**config.mk**
```make
export PLATFORM = sky130hd
export DESIGN_NAME = mul_uart_sequencer
export DESIGN_NICKNAME = d
export VERILOG_FILES = /design/src/rtl/mul_uart_sequencer.sv
export SDC_FILE = /design/constraint.sdc
export NUM_CORES = 1
export LEC_CHECK = 0
export BUFFER_PORTS_ARGS = -buffer_cell sky130_fd_sc_hd__buf_2
export CAP_MARGIN = 40
export CORE_AREA = 2 2 105 81
export CTS_BUF_LIST = sky130_fd_sc_hd__clkbuf_16
export CTS_CLUSTER_DIAMETER = 200
export DETAILED_ROUTE_END_ITERATION = 10
export DIE_AREA = 0 0 107 83
export PLACE_DENSITY = 0.6
export SYNTH_ARGS = -nofsm -noshare
export SYNTH_HDL_FRONTEND = slang
export SYNTH_SLANG_ARGS = --single-unit
```
**constraint.sdc**
```tcl
create_clock -name clk -period 3.44 [get_ports clk]
set_input_delay 0.172 -clock clk [delete_from_list [all_inputs] [get_ports clk]]
set_output_delay 0.172 -clock clk [all_outputs]
set_load 0.02 [all_outputs]
```
**src/rtl/mul_uart_sequencer.sv**
```systemverilog
// Command sequencer: two UART bytes -> 8x8 multiply -> two UART bytes (product high, then low).
// Optional inter-byte timeout in GET_B is enabled by defining MUL_SEQ_TIMEOUT_EN.
module mul_uart_sequencer #(
  parameter int TIMEOUT_CYCLES = 100000,
  parameter int CNT_W          = 17
) (
  input  logic        clk,
  input  logic        reset,
  input  logic        rx_valid,
  input  logic [7:0]  rx_data,
  output logic        tx_valid,
  input  logic        tx_ready,
  output logic [7:0]  tx_data,
  output logic        mul_start,
  output logic [15:0] mul_ip_BA,
  input  logic [15:0] mul_op_prod,
  input  logic        mul_ready,
  output logic        busy,
  output logic        err_overrun
);

  typedef enum logic [2:0] {
    S_GET_A   = 3'd0,
    S_GET_B   = 3'd1,
    S_START   = 3'd2,
    S_WAIT    = 3'd3,
    S_SEND_HI = 3'd4,
    S_SEND_LO = 3'd5
  } state_t;

  state_t      r_state;
  state_t      w_next;
  logic [7:0]  r_a;
  logic [15:0] r_ba;
  logic [15:0] r_prod;
  logic        r_tx_valid;
  logic [7:0]  r_tx_data;
  logic        r_mul_start;
  logic        r_busy;
  logic        r_err;

  logic        w_load_a;
  logic        w_load_b;
  logic        w_capture;
  logic        w_drop;
  logic        w_timeout;
  logic [7:0]  w_tx_data;

`ifdef MUL_SEQ_TIMEOUT_EN
  logic [CNT_W-1:0] r_cnt;

  assign w_timeout = (r_state == S_GET_B) && !rx_valid &&
                     (r_cnt == CNT_W'(TIMEOUT_CYCLES - 1));

  // Inter-byte idle counter: cleared entering GET_B, counts idle GET_B cycles.
  always_ff @(posedge clk or negedge reset) begin
    if (!reset) begin
      r_cnt <= {CNT_W{1'b0}};
    end else if (w_load_a || w_timeout) begin
      r_cnt <= {CNT_W{1'b0}};
    end else if ((r_state == S_GET_B) && !rx_valid) begin
      r_cnt <= r_cnt + CNT_W'(1);
    end else begin
      r_cnt <= r_cnt;
    end
  end
`else
  assign w_timeout = 1'b0;
`endif

  // Next-state decode and datapath load enables.
  always_comb begin
    w_next    = r_state;
    w_load_a  = 1'b0;
    w_load_b  = 1'b0;
    w_capture = 1'b0;
    w_drop    = 1'b0;
    case (r_state)
      S_GET_A: begin
        if (rx_valid) begin
          w_load_a = 1'b1;
          w_next   = S_GET_B;
        end else begin
          w_next = S_GET_A;
        end
      end
      S_GET_B: begin
        if (rx_valid) begin
          w_load_b = 1'b1;
          w_next   = S_START;
        end else if (w_timeout) begin
          w_next = S_GET_A;
        end else begin
          w_next = S_GET_B;
        end
      end
      S_START: begin
        w_drop = rx_valid;
        w_next = S_WAIT;
      end
      S_WAIT: begin
        w_drop = rx_valid;
        if (mul_ready) begin
          w_capture = 1'b1;
          w_next    = S_SEND_HI;
        end else begin
          w_next = S_WAIT;
        end
      end
      S_SEND_HI: begin
        w_drop = rx_valid;
        if (tx_ready) begin
          w_next = S_SEND_LO;
        end else begin
          w_next = S_SEND_HI;
        end
      end
      S_SEND_LO: begin
        w_drop = rx_valid;
        if (tx_ready) begin
          w_next = S_GET_A;
        end else begin
          w_next = S_SEND_LO;
        end
      end
      default: begin
        w_next = S_GET_A;
      end
    endcase
  end

  // The high byte must come straight from the multiplier on the capture cycle.
  always_comb begin
    w_tx_data = 8'h00;
    case (w_next)
      S_SEND_HI: begin
        if (w_capture) begin
          w_tx_data = mul_op_prod[15:8];
        end else begin
          w_tx_data = r_prod[15:8];
        end
      end
      S_SEND_LO: begin
        w_tx_data = r_prod[7:0];
      end
      default: begin
        w_tx_data = 8'h00;
      end
    endcase
  end

  // State register.
  always_ff @(posedge clk or negedge reset) begin
    if (!reset) begin
      r_state <= S_GET_A;
    end else begin
      r_state <= w_next;
    end
  end

  // Operand and product registers; operands persist after the transaction.
  always_ff @(posedge clk or negedge reset) begin
    if (!reset) begin
      r_a    <= 8'h00;
      r_ba   <= 16'h0000;
      r_prod <= 16'h0000;
    end else begin
      if (w_load_a) begin
        r_a <= rx_data;
      end
      if (w_load_b) begin
        r_ba <= {rx_data, r_a};
      end
      if (w_capture) begin
        r_prod <= mul_op_prod;
      end
    end
  end

  // Registered outputs decoded from the next state; overrun flag is sticky.
  always_ff @(posedge clk or negedge reset) begin
    if (!reset) begin
      r_tx_valid  <= 1'b0;
      r_tx_data   <= 8'h00;
      r_mul_start <= 1'b0;
      r_busy      <= 1'b0;
      r_err       <= 1'b0;
    end else begin
      r_tx_valid  <= (w_next == S_SEND_HI) || (w_next == S_SEND_LO);
      r_tx_data   <= w_tx_data;
      r_mul_start <= (w_next == S_START);
      r_busy      <= (w_next != S_GET_A);
      r_err       <= r_err | w_drop;
    end
  end

  assign tx_valid    = r_tx_valid;
  assign tx_data     = r_tx_data;
  assign mul_start   = r_mul_start;
  assign mul_ip_BA   = r_ba;
  assign busy        = r_busy;
  assign err_overrun = r_err;

endmodule
```
* Word-level counts from Yosys, hierarchy flattened
Cells that the tools add are included.
Storage, ports and cells: logic and storage cells 36, input bits 29, output and inout bits 28, register bits after elaboration 55
Operators by class: bitwise gates (word level) 1, equal/unequal tests 8, muxes and demuxes 14, reductions and logical operators 4
Operators by type and width (count):
- 3-bit one-hot mux with 6 select lines | 1
- 8-bit one-hot mux with 2 select lines | 1
- 3-bit == test (second input constant) | 4
- 3-bit by 2-bit == test with 1-bit output (second input constant) | 3
- 1-bit two-way mux | 8
- 8-bit two-way mux | 1
- 3-bit two-way mux | 2
- 4-bit OR reduction | 1
- 3-bit by 1-bit == test with 1-bit output (second input constant) | 1
- 3-bit zero test | 1
- 3-bit nonzero test | 1
- 2-bit two-way mux | 1
- 1-bit logical OR | 1
- 1-bit OR | 1

* Longest topological paths before layout
Gate-level depths: netlist of the first run.
word-level depth 4, depth in mapped cells 7, mapped depth without buffers 4

* Least setup slack after synthesis of the first run
OpenSTA, ideal clock, no wires.
path type register to register, from register r_state[2], to register r_ba[14] (netlist: mul_ip_BA[14]), clock period less this slack 1.580 ns, setup time 0.125 ns, arrival time 1.455 ns, cell stages (with the launch flop) 6, slack 1.860 ns, buffers on the path 3, data required time 3.315 ns, cells stage by stage dfrtp_1 buf_6 and4bb_1 buf_6 buf_2 mux2_2
On the way: cells in the longest elaborated chain, start to end 2
Ends and longest elaborated chain:
- from (decl) | line 31 | state_t r_state;
- from (signal assigned) | line 157 | r_state <= w_next;
- 3-bit by 1-bit == test with 1-bit output | line 78 | case (r_state)
- 1-bit two-way mux | line 78
- to (signal assigned) | line 172 | r_ba <= {rx_data, r_a};
- to (decl) | line 34 | logic [15:0] r_ba;
No other way between the ends. A chain may end at the register's enable or synchronous reset.

* Worst setup path after layout of the first run
from register r_state[0], to register r_tx_data[3] (netlist: tx_data[3])
On the way: cells in the longest elaborated chain, start to end 4, elaborated cells on any way between the ends 12, classes of those cells eq/ne (7); mux (4); reduce/logical (1)
Ends and longest elaborated chain:
- 3-bit == test, or another cell as far along | line 78
- 3-bit one-hot mux with 6 select lines / 1-bit two-way mux (equally long branches) | line 78
- 3-bit == test / 8-bit two-way mux (equally long branches) | line 135, 137
- 8-bit one-hot mux with 2 select lines (*) | line 135 | case (w_next)
- net w_tx_data[3] | line 47 | logic [7:0] w_tx_data;
- to (signal assigned) | line 190 | r_tx_data <= w_tx_data;
- to (decl) | line 37 | logic [7:0] r_tx_data;
The timed path passes the listed nets; every way through them passes the cells marked *.

==> flow_summary_export.csv, run 1 <==
group,metric,value,unit
status,outcome,"completed",
layout,layout.nets,242,
global_routing,grt_pass1_wl,7820,microns
sta,timing.hold.ws,0.106,ns
routing,num_vias,1423,
synth,yosysSeqAreaShare,59.7,%
global_routing,initial_antenna_violation_count,0,
min_path,hold_end,"r_prod[7]",
min_path,hold_start,"mul_op_prod[7]",
pwr,cellPowerDensity,1030,nW/um^2
synth,yosys_register_bits,55,
floorplan,design.core.area,7810,sq um
critical_path,critPathRequiredTime,3.64,ns
routing,total_iterations_of_the_first_detailed_routing_run,4,
critical_path,worst_path_buffer_plus_inverter_count,1,
routing,routed_wl,4630,microns
floorplan,io_pins,57,
critical_path,worst-r2r-setup-slack,1.24,ns
sta,post-route-period-util,63.9,%
global_routing,grt.overflow.total,0,
critical_path,worst_r2r_endpoint,"tx_data[3]",
sta,slew_viol_final,0,
synth,async_flop_share,100,%
routing,drt_drc_violations_left,0,
global_routing,grt_max_degree,34,
floorplan,fp-row-count,28,
critical_path,reg2reg_depth,5,
critical_path,critical_path_peak_fanout,13,
global_routing,first_global_vias,1524,
clock_network,cts-buffers-inserted,5,
clock_network,cts.hold.buffers_added,1,
floorplan,floorplan.initialDensity,29.5,%
sta,layout_min_cycle_time,2.20,ns
synth,yosys_warnings,0,
critical_path,critical_path.reg2reg.startpoint,"r_state[0]",
synth,synth_edf_count,0,
global_routing,gr-usage-all-layers,11.3,%
clock_network,cts.repair.resized,0,
routing,met3_length,191,microns
routing,routedWlPerCell,14.5,microns
synth,synth.avg_cell_area,14.9,sq um
sta,fin_skew,0.00495,ns
routing,maxUsedRoutingLayer,"met4",
floorplan,floorplan.die.width,107,microns
layout,final_layout_size_suffix_gt1_share,55.9,%
clock_network,clock_sinks,55,
critical_path,critPathArrivalTime,2.40,ns
critical_path,worst_path_largest_cell_delay,0.66,ns
routing,wirelength_met1,2270,microns
sta,tightestPinTransition,0.581,ns
critical_path,critical_path_launch_point_type,"flop",
synth,number_of_nets_produced_by_synthesis,185,
clock_network,h-tree-depth,2,
layout,mostFrequentLayoutCells,"sky130_fd_sc_hd__buf_2 (56), sky130_fd_sc_hd__dfrtp_1 (55), sky130_fd_sc_hd__mux2_2 (40)",
layout,final_common_cell,"sky130_fd_sc_hd__buf_2",
synth,ys.flop_type,"sky130_fd_sc_hd__dfrtp_1",
layout,syn2layout_area_growth,24.4,%
floorplan,die-area,8880,sq um
clock_network,clk_pin_slew_worst_paths,0.07,ns
routing,wl_met2,2090,microns
sta,unrepaired_setup_endpoints_after_global_routing,"false",
pwr,worst_ir_drop_vdd,0.342,mV
run,max_cap_violations,0,
floorplan,die_y,83,microns
sta,timing_hold_violations_final,0,
sta,setup_viol_count_final,0,
sta,timing.setup.tns,0,ns
clock_network,clock_latency_on_the_worst_skew_pair,0.29,ns
synth,netlist_area,2300,sq um
synth,count_of_mapped_cells_out_of_synthesis,155,
critical_path,critical-path-slowest-cell,"sky130_fd_sc_hd__dfrtp_1",
sta,slew_headroom,61.1,%
sta,max_frequency,0.455,GHz
critical_path,setup.worst_path.class,"flop to flop",
placed_design,placement.io_buffers,56,
pwr,power.leakage,1.34,nW
critical_path,critPathCaptureType,"flop",
placed_design,dp_hpwl,3250,microns
layout,n_fill_cell,750,
routing,initialDrtViolationCount,64,
clock_network,max-clock-path-buffers,2,
routing,avgViaCountPerCell,4.47,
min_path,worst_hold_path.num_cells,2,
clock_network,cts.root.buffer_cell,"sky130_fd_sc_hd__clkbuf_16",
critical_path,cp_top_family,"simple AND/OR/NAND/NOR gates",
clock_network,post_cts.repair.setup_buffers,0,
min_path,worst_hold_path_type,"primary input to flop",
clock_network,tritoncts,"yes",
placed_design,gpl.final_weighted_congestion,0.690,
critical_path,cp_cell_sequence,"and4bb_1 -> buf_8 -> a221o_1 -> nor3_2 -> nor3_1",
layout,ant_cells,0,
synth,synthDistinctLibCells,25,
routing,drt.antenna.violating_nets,0,
power breakdown:
group	switching, mW	internal (mW)	total, mW
Combinational	0.620	0.544	1.16
Sequential	0.189	0.954	1.14
Clock	0.234	0.422	0.656
Total	1.04	1.92	2.96
per-layer routing:
metal	track usage, %	vias to the layer above
met5	0	-
li1	-	670
met3	3.22	8
met1	15.7	713
met4	3.90	0
met2	17.1	32
worst max-delay path by stage:
stage / start / to / slack, ns / cells after the start
after floorplan: r_state[2] / mul_ip_BA[14] / 1.86 / 5
after global placement: r_state[0] / tx_data[0] / 1.02 / 4
after detailed placement: r_state[0] / tx_data[1] / 1.26 / 5
after CTS: r_state[0] / tx_data[5] / 1.21 / 5
after global routing: r_state[0] / tx_data[0] / 1.05 / 5
final: r_state[0] / tx_data[3] / 1.24 / 5
area by class of cell:
cell class	count	area, sq um	share of cell area, %
Inverter	3	11.3	0.393
Clock inverter	3	71.3	2.49
Tap cell	105	131	4.58
Clock buffer	5	125	4.36
Multi-Input combinational cell	88	840	29.3
Sequential cell	55	1380	48.0
Timing Repair Buffer	59	313	10.9
worst reg2reg max path: stages, from the launching register on:
cell and delay, ns:
sky130_fd_sc_hd__dfrtp_1 0.66, sky130_fd_sc_hd__and4bb_1 0.48, sky130_fd_sc_hd__buf_8 0.21, sky130_fd_sc_hd__a221o_1 0.51, sky130_fd_sc_hd__nor3_2 0.10, sky130_fd_sc_hd__nor3_1 0.16
kinds of logic (layout without fill, tap and decap cells):
family | after synthesis | in the layout | synth area share [%]
simple gates | 32 | 32 | 11.5
mux | 40 | 40 | 19.5
buf+inv | 12 | 70 | 3.85
flops | 55 | 55 | 59.7
fa+ha+maj | 1 | 1 | 0.543
compound gates | 15 | 15 | 4.83
per-stage QoR:
| step | setup slack [ns] | utilization (%) | total power [mW] | instances | cell area (sq um) |
|---|---|---|---|---|---|
| 3_5_place_dp | 1.26 | 34.1 | 2.34 | 309 | 2660 |
| 4_1_cts | 1.21 | 36.7 | 3.00 | 318 | 2870 |
| 6_report | 1.24 | 36.7 | 2.96 | 318 | 2870 |
| 3_3_place_gp | 1.02 | 33.9 | 2.30 | 308 | 2650 |
| 5_1_grt | 1.05 | 36.7 | 3.16 | 318 | 2870 |
| 2_1_floorplan | 1.86 | - | 2.05 | 155 | 2300 |
cell usage after synthesis, types with 2 or more instances:
cell type	count	share of area, %
sky130_fd_sc_hd__dfrtp_1	55	60
sky130_fd_sc_hd__mux2_2	40	20
sky130_fd_sc_hd__a21oi_1	9	2.0
sky130_fd_sc_hd__nor3_1	9	2.0
sky130_fd_sc_hd__nor3_2	9	3.9
sky130_fd_sc_hd__buf_6	4	2.0
sky130_fd_sc_hd__a21o_1	3	0.98
sky130_fd_sc_hd__buf_4	3	0.98
sky130_fd_sc_hd__inv_1	3	0.49
sky130_fd_sc_hd__buf_2	2	0.43
sky130_fd_sc_hd__nand2_1	2	0.33
sky130_fd_sc_hd__nor2_1	2	0.33
sky130_fd_sc_hd__or3_1	2	0.54
sequential cells by signal (all words and copies together) (netlist names):
name / cells
busy: 1
r_prod: 16
mul_ip_BA: 16
err_overrun: 1
tx_data: 8
r_a: 8
r_state: 3
mul_start: 1
tx_valid: 1
(Power assumes the default switching activity.)
==> run 2: changes to the inputs <==
clock period = 2.15 ns   (was 3.44 ns; I/O delays follow)
==> run 2 against run 1 <==
  * Register-to-register slack worse by 1.0 ns
  * Via count down 1.1%
  * Largest power group unchanged
  * Global-route usage about the same
  * Worst setup slack worse by 1.0 ns
  * Die area unchanged
  * Critical path depth down 1
  * Final cell count up 0.63%
  * Combinational power up 66%
  * Largest cell class unchanged
  * Sequential power up 56%
  * Clock skew up 0.0021 ns
  * First-iteration DRC count down 39%
==> flow_summary_export.csv, run 2 (same netlist as run 1, synthesis figures left out) <==
group,metric,value,unit
layout,post-route-cell-area,2840,sq um
run,max_cap_violations,0,
routing,total_iterations_of_the_first_detailed_routing_run,3,
floorplan,io_pins,57,
pwr,sequential_power_share,39.7,%
sta,fin_skew,0.00707,ns
layout,final_layout_size_suffix_gt1_share,56.3,%
pwr,worst_ir_drop_vdd,0.429,mV
global_routing,gr-usage-all-layers,11.3,%
pwr,power.leakage,1.33,nW
layout,layout.nets,244,
critical_path,critPathMostFrequentCell,"sky130_fd_sc_hd__nor3_1",
routing,initialDrtViolationCount,39,
global_routing,grt_pass1_wl,7910,microns
pwr,switchingPower,1.65,mW
floorplan,design.core.area,7810,sq um
sta,unrepaired_setup_endpoints_after_global_routing,"false",
sta,post-route-period-util,89.1,%
sta,timing.hold.ws,0.0449,ns
critical_path,worst_path_largest_cell_delay,0.58,ns
min_path,worst_hold_path_type,"primary input to flop",
clock_network,clock_sinks,55,
critical_path,setup.worst_path.class,"flop to flop",
sta,tightestPinTransition,0.632,ns
sta,slew_viol_final,0,
clock_network,tritoncts,"yes",
pwr,p_int,2.84,mW
clock_network,post_cts.repair.setup_buffers,0,
sta,timing.setup.tns,0,ns
layout,ant_cells,0,
placed_design,gpl.final_weighted_congestion,0.687,
global_routing,grt.overflow.total,0,
floorplan,floorplan.die.width,107,microns
critical_path,critPathCaptureType,"flop",
floorplan,die-area,8880,sq um
placed_design,place.detailed.instances,311,
clock_network,h-tree-depth,2,
floorplan,fp-row-count,28,
sta,slew_headroom,57.9,%
critical_path,critPathRequiredTime,2.36,ns
routing,routed_wl,4490,microns
placed_design,placement.io_buffers,56,
sta,setup_viol_count_final,0,
clock_network,cts.root.buffer_cell,"sky130_fd_sc_hd__clkbuf_16",
clock_network,max-clock-path-buffers,2,
layout,final_common_cell,"sky130_fd_sc_hd__buf_2",
routing,routedWlPerCell,14.0,microns
placed_design,dp_hpwl,3270,microns
layout,stdcell_count,320,
status,outcome,"completed",
pwr,comb_power_share,42.7,%
clock_network,clock_latency_on_the_worst_skew_pair,0.29,ns
routing,drt_drc_violations_left,0,
pwr,switching_share,36.7,%
routing,drt.antenna.violating_nets,0,
clock_network,clk_pin_slew_worst_paths,0.07,ns
critical_path,cp_cell_sequence,"and4bb_1 -> a221o_1 -> nor3_1 -> nor3_1",
layout,mostFrequentLayoutCells,"sky130_fd_sc_hd__buf_2 (56), sky130_fd_sc_hd__dfrtp_1 (55), sky130_fd_sc_hd__mux2_2 (40)",
sta,layout_min_cycle_time,1.92,ns
critical_path,critical_path_peak_fanout,11,
routing,num_vias,1408,
global_routing,initial_antenna_violation_count,0,
sta,max_frequency,0.522,GHz
pwr,cellPowerDensity,1580,nW/um^2
pwr,clock_power_share,17.7,%
critical_path,critical-path-slowest-cell,"sky130_fd_sc_hd__a221o_1",
sta,timing_hold_violations_final,0,
layout,n_fill_cell,786,
floorplan,die_y,83,microns
placed_design,placement.cell_area,2680,sq um
clock_network,cts.hold.buffers_added,1,
critical_path,critical_path_launch_point_type,"flop",
floorplan,floorplan.initialDensity,29.5,%
clock_network,cts-buffers-inserted,5,
global_routing,first_global_vias,1584,
clock_network,cts.repair.resized,0,
layout,syn2layout_area_growth,23.0,%
critical_path,critPathArrivalTime,2.12,ns
global_routing,grt_max_degree,30,
routing,avgViaCountPerCell,4.40,
==> run 2: cell count changes in the layout (fill, tap and decap cells not counted), sizes merged <==
cell | previous run | this run
clkinv | 0 | 2
buf | 58 | 60
bufinv | 2 | 0
==> run 2: routing by layer <==
metal	wire length, microns	track usage (%)	share of wire, %	vias to the layer above
li1	-	-	-	671
met1	2140	15.3	48	705
met2	2100	17.8	47	28
met3	195	2.75	4.3	4
met4	57	3.90	1.3	0
met5	0	0	0	-
==> run 2: cell type report <==
class	count	area (sq um)	area share, %
clock buffer	5	125	4.41
tap	105	131	4.63
multi-input combinational	88	840	29.6
clock inverter	3	18.8	0.662
inverter	3	11.3	0.397
sequential	55	1380	48.5
timing repair buffer	61	333	11.7
==> run 2: power by group through the flow <==
stage               registers [mW]  clock network (mW)  logic, mW
floorplan                     2.01                   0       1.27
global route                  1.87               0.870       2.12
finish                        1.78               0.794       1.92
CTS                           1.79               0.816       1.95
detailed placement            1.81                   0       1.94
global placement              1.80                   0       1.92
==> run 2: final timing paths <==
path | start | to | slack, ns | depth (start not counted)
min in group asynchronous | reset | r_a[1] | 0.38 | 2
max in group asynchronous | reset | r_prod[3] | 1.20 | 3
max | r_state[2] | tx_data[0] | 0.23 | 4
max reg2reg | r_state[2] | tx_data[0] | 0.23 | 4
min reg2reg | err_overrun | err_overrun | 0.47 | 1
min | mul_op_prod[0] | r_prod[0] | 0.04 | 2
==> run 2: stage by stage <==
stage | setup slack, ns | total power, mW | util (%)
after CTS | 0.235 | 4.56 | 36.3
after detailed placement | 0.258 | 3.75 | 34.3
after global routing | 0.0738 | 4.85 | 36.3
after global placement | 0.286 | 3.71 | 34.3
after floorplan | 0.570 | 3.29 | -
final | 0.234 | 4.49 | 36.3
==> run 2: worst max-delay path, delay by kind of cell (launching register included) <==
family / cells / cell delay (ns)
DFF: 1 / 0.49
and+or+nand+nor: 3 / 0.77
AOI/OAI and AO/OA: 1 / 0.58
==> run 3: changes to the inputs <==
==> constraint.sdc (replaced) <==
create_clock -name clk -period 2.15 [get_ports clk]
set_input_delay 0.5375 -clock clk [delete_from_list [all_inputs] [get_ports clk]]
set_output_delay 0.5375 -clock clk [all_outputs]
set_load 0.02 [all_outputs]
==> run 3 against run 2 <==
  * Critical path depth did not move
  * Cell area fell by 0.18%
  * Non-clock buffer count did not move
  * Core utilization fell by 0.064 points
  * Sequential power barely moved
  * Largest power group unchanged
  * Sequential share of layout area rose by 0.086 points
  * Clock-buffer cell count did not move
  * Register-to-register slack improved by 0.096 ns
  * Combinational power barely moved
  * Via count rose by 0.85%
  * First-iteration DRC count rose by 10%
  * Clock skew fell by 0.00057 ns
==> flow_summary_export.csv, run 3 (same netlist as run 1, synthesis figures left out) <==
group,metric,value,unit
sta,timing_hold_violations_final,0,
critical_path,critical_path_peak_fanout,11,
critical_path,critical_path_launch_point_type,"flop",
global_routing,gr-usage-all-layers,11.0,%
min_path,worst_hold_path_type,"primary input to async pin",
sta,setup_viol_count_final,0,
layout,final_layout_size_suffix_gt1_share,56.3,%
pwr,clock_power_share,17.4,%
layout,ant_cells,0,
pwr,power.leakage,1.33,nW
clock_network,tritoncts,"yes",
sta,max_frequency,0.550,GHz
floorplan,die-area,8880,sq um
critical_path,critPathLaunch,"r_state[2]",
layout,area_of_all_sequential_standard_cells,1380,sq um
critical_path,worst_r2r_endpoint,"tx_data[0]",
sta,tightestPinTransition,0.593,ns
placed_design,place.detailed.instances,312,
routing,drt_drc_violations_left,0,
routing,avgViaCountPerCell,4.44,
routing,routedWlPerCell,14.4,microns
layout,layout.nets,244,
global_routing,initial_antenna_violation_count,0,
critical_path,setup.worst_path.class,"flop to flop",
floorplan,die_y,83,microns
routing,drt.antenna.violating_nets,0,
floorplan,floorplan.initialDensity,29.5,%
pwr,switching_share,36.9,%
status,outcome,"completed",
critical_path,critPathCaptureType,"flop",
pwr,sequential_power_share,39.9,%
clock_network,h-tree-depth,2,
layout,mostFrequentLayoutCells,"sky130_fd_sc_hd__buf_2 (56), sky130_fd_sc_hd__dfrtp_1 (55), sky130_fd_sc_hd__mux2_2 (40)",
floorplan,fp-row-count,28,
floorplan,design.core.area,7810,sq um
clock_network,clock_latency_on_the_worst_skew_pair,0.29,ns
layout,final_common_cell,"sky130_fd_sc_hd__buf_2",
sta,layout_min_cycle_time,1.82,ns
layout,post-route-cell-area,2830,sq um
run,max_cap_violations,0,
routing,num_vias,1420,
clock_network,clock_sinks,55,
layout,stdcell_count,320,
clock_network,cts-buffers-inserted,5,
placed_design,gpl.final_weighted_congestion,0.772,
critical_path,reg2reg_depth,4,
clock_network,cts.hold.buffers_added,0,
placed_design,placement.cell_area,2690,sq um
layout,multi_input_area,840,sq um
sta,post-route-period-util,84.6,%
pwr,comb_power_share,42.7,%
layout,n_fill_cell,764,
clock_network,cts.root.buffer_cell,"sky130_fd_sc_hd__clkbuf_16",
sta,slew_viol_final,0,
layout,syn2layout_area_growth,22.8,%
routing,initialDrtViolationCount,43,
sta,timing.hold.ws,0.207,ns
clock_network,clk_pin_slew_worst_paths,0.07,ns
critical_path,worst-r2r-setup-slack,0.33,ns
pwr,p_int,2.84,mW
sta,unrepaired_setup_endpoints_after_global_routing,"false",
global_routing,first_global_vias,1426,
floorplan,floorplan.die.width,107,microns
global_routing,grt_pass1_wl,7600,microns
pwr,fin_total_pwr,4.51,mW
sta,fin_skew,0.00650,ns
critical_path,critPathRequiredTime,2.31,ns
routing,total_iterations_of_the_first_detailed_routing_run,2,
critical_path,critical_path.reg2reg.startpoint,"r_state[2]",
pwr,switchingPower,1.66,mW
routing,routed_wl,4600,microns
clock_network,cts.repair.resized,0,
clock_network,post_cts.repair.setup_buffers,0,
sta,timing.setup.tns,0,ns
placed_design,dp_hpwl,3290,microns
global_routing,grt.overflow.total,0,
placed_design,placement.io_buffers,56,
pwr,worst_ir_drop_vdd,0.462,mV
sta,slew_headroom,60.5,%
floorplan,io_pins,57,
critical_path,critPathArrivalTime,1.98,ns
global_routing,grt_max_degree,36,
pwr,cellPowerDensity,1590,nW/um^2
clock_network,max-clock-path-buffers,2,
run 3: power by group through the flow:
| stage | Sequential (mW) | Combinational (mW) | Clock [mW] |
|---|---|---|---|
| 5_1_grt | 1.87 | 2.09 | 0.861 |
| 6_report | 1.80 | 1.92 | 0.784 |
| 3_3_place_gp | 1.81 | 1.92 | 0 |
| 3_5_place_dp | 1.82 | 1.94 | 0 |
| 2_1_floorplan | 2.01 | 1.27 | 0 |
| 4_1_cts | 1.81 | 1.95 | 0.807 |
run 3: layout make-up:
type                    instances  area share, %
clock buffers                   5           4.42
clock inverters                 3          0.575
inverters                       3          0.398
multi-input cells              88           29.7
flip-flops and latches         55           48.6
well taps                     105           4.64
repair buffers                 61           11.7
run 3: per-stage QoR:
stage	setup WS, ns	utilization [%]
2_1_floorplan	0.553	-
3_3_place_gp	0.238	34.4
3_5_place_dp	0.224	34.4
4_1_cts	0.326	36.2
5_1_grt	0.129	36.2
6_report	0.330	36.2
run 3: routing by layer:
| layer | global-route usage (%) | routed length [microns] |
|---|---|---|
| met5 | 0 | 0 |
| met2 | 15.1 | 1980 |
| met3 | 2.75 | 186 |
| met4 | 3.90 | 70 |
| met1 | 16.6 | 2370 |
run 3: worst max path at each step:
stage / end / slack (ns)
2_1_floorplan: mul_start / 0.55
3_3_place_gp: tx_data[0] / 0.24
3_5_place_dp: tx_data[0] / 0.22
4_1_cts: tx_data[0] / 0.33
5_1_grt: tx_data[5] / 0.13
6_report: tx_data[0] / 0.33
run 3: critical path, cell delays in order, from the launching register on:
cell and delay (ns):
sky130_fd_sc_hd__dfrtp_1 0.54, sky130_fd_sc_hd__and4bb_1 0.31, sky130_fd_sc_hd__a221o_1 0.50, sky130_fd_sc_hd__nor3_1 0.26, sky130_fd_sc_hd__nor3_1 0.07
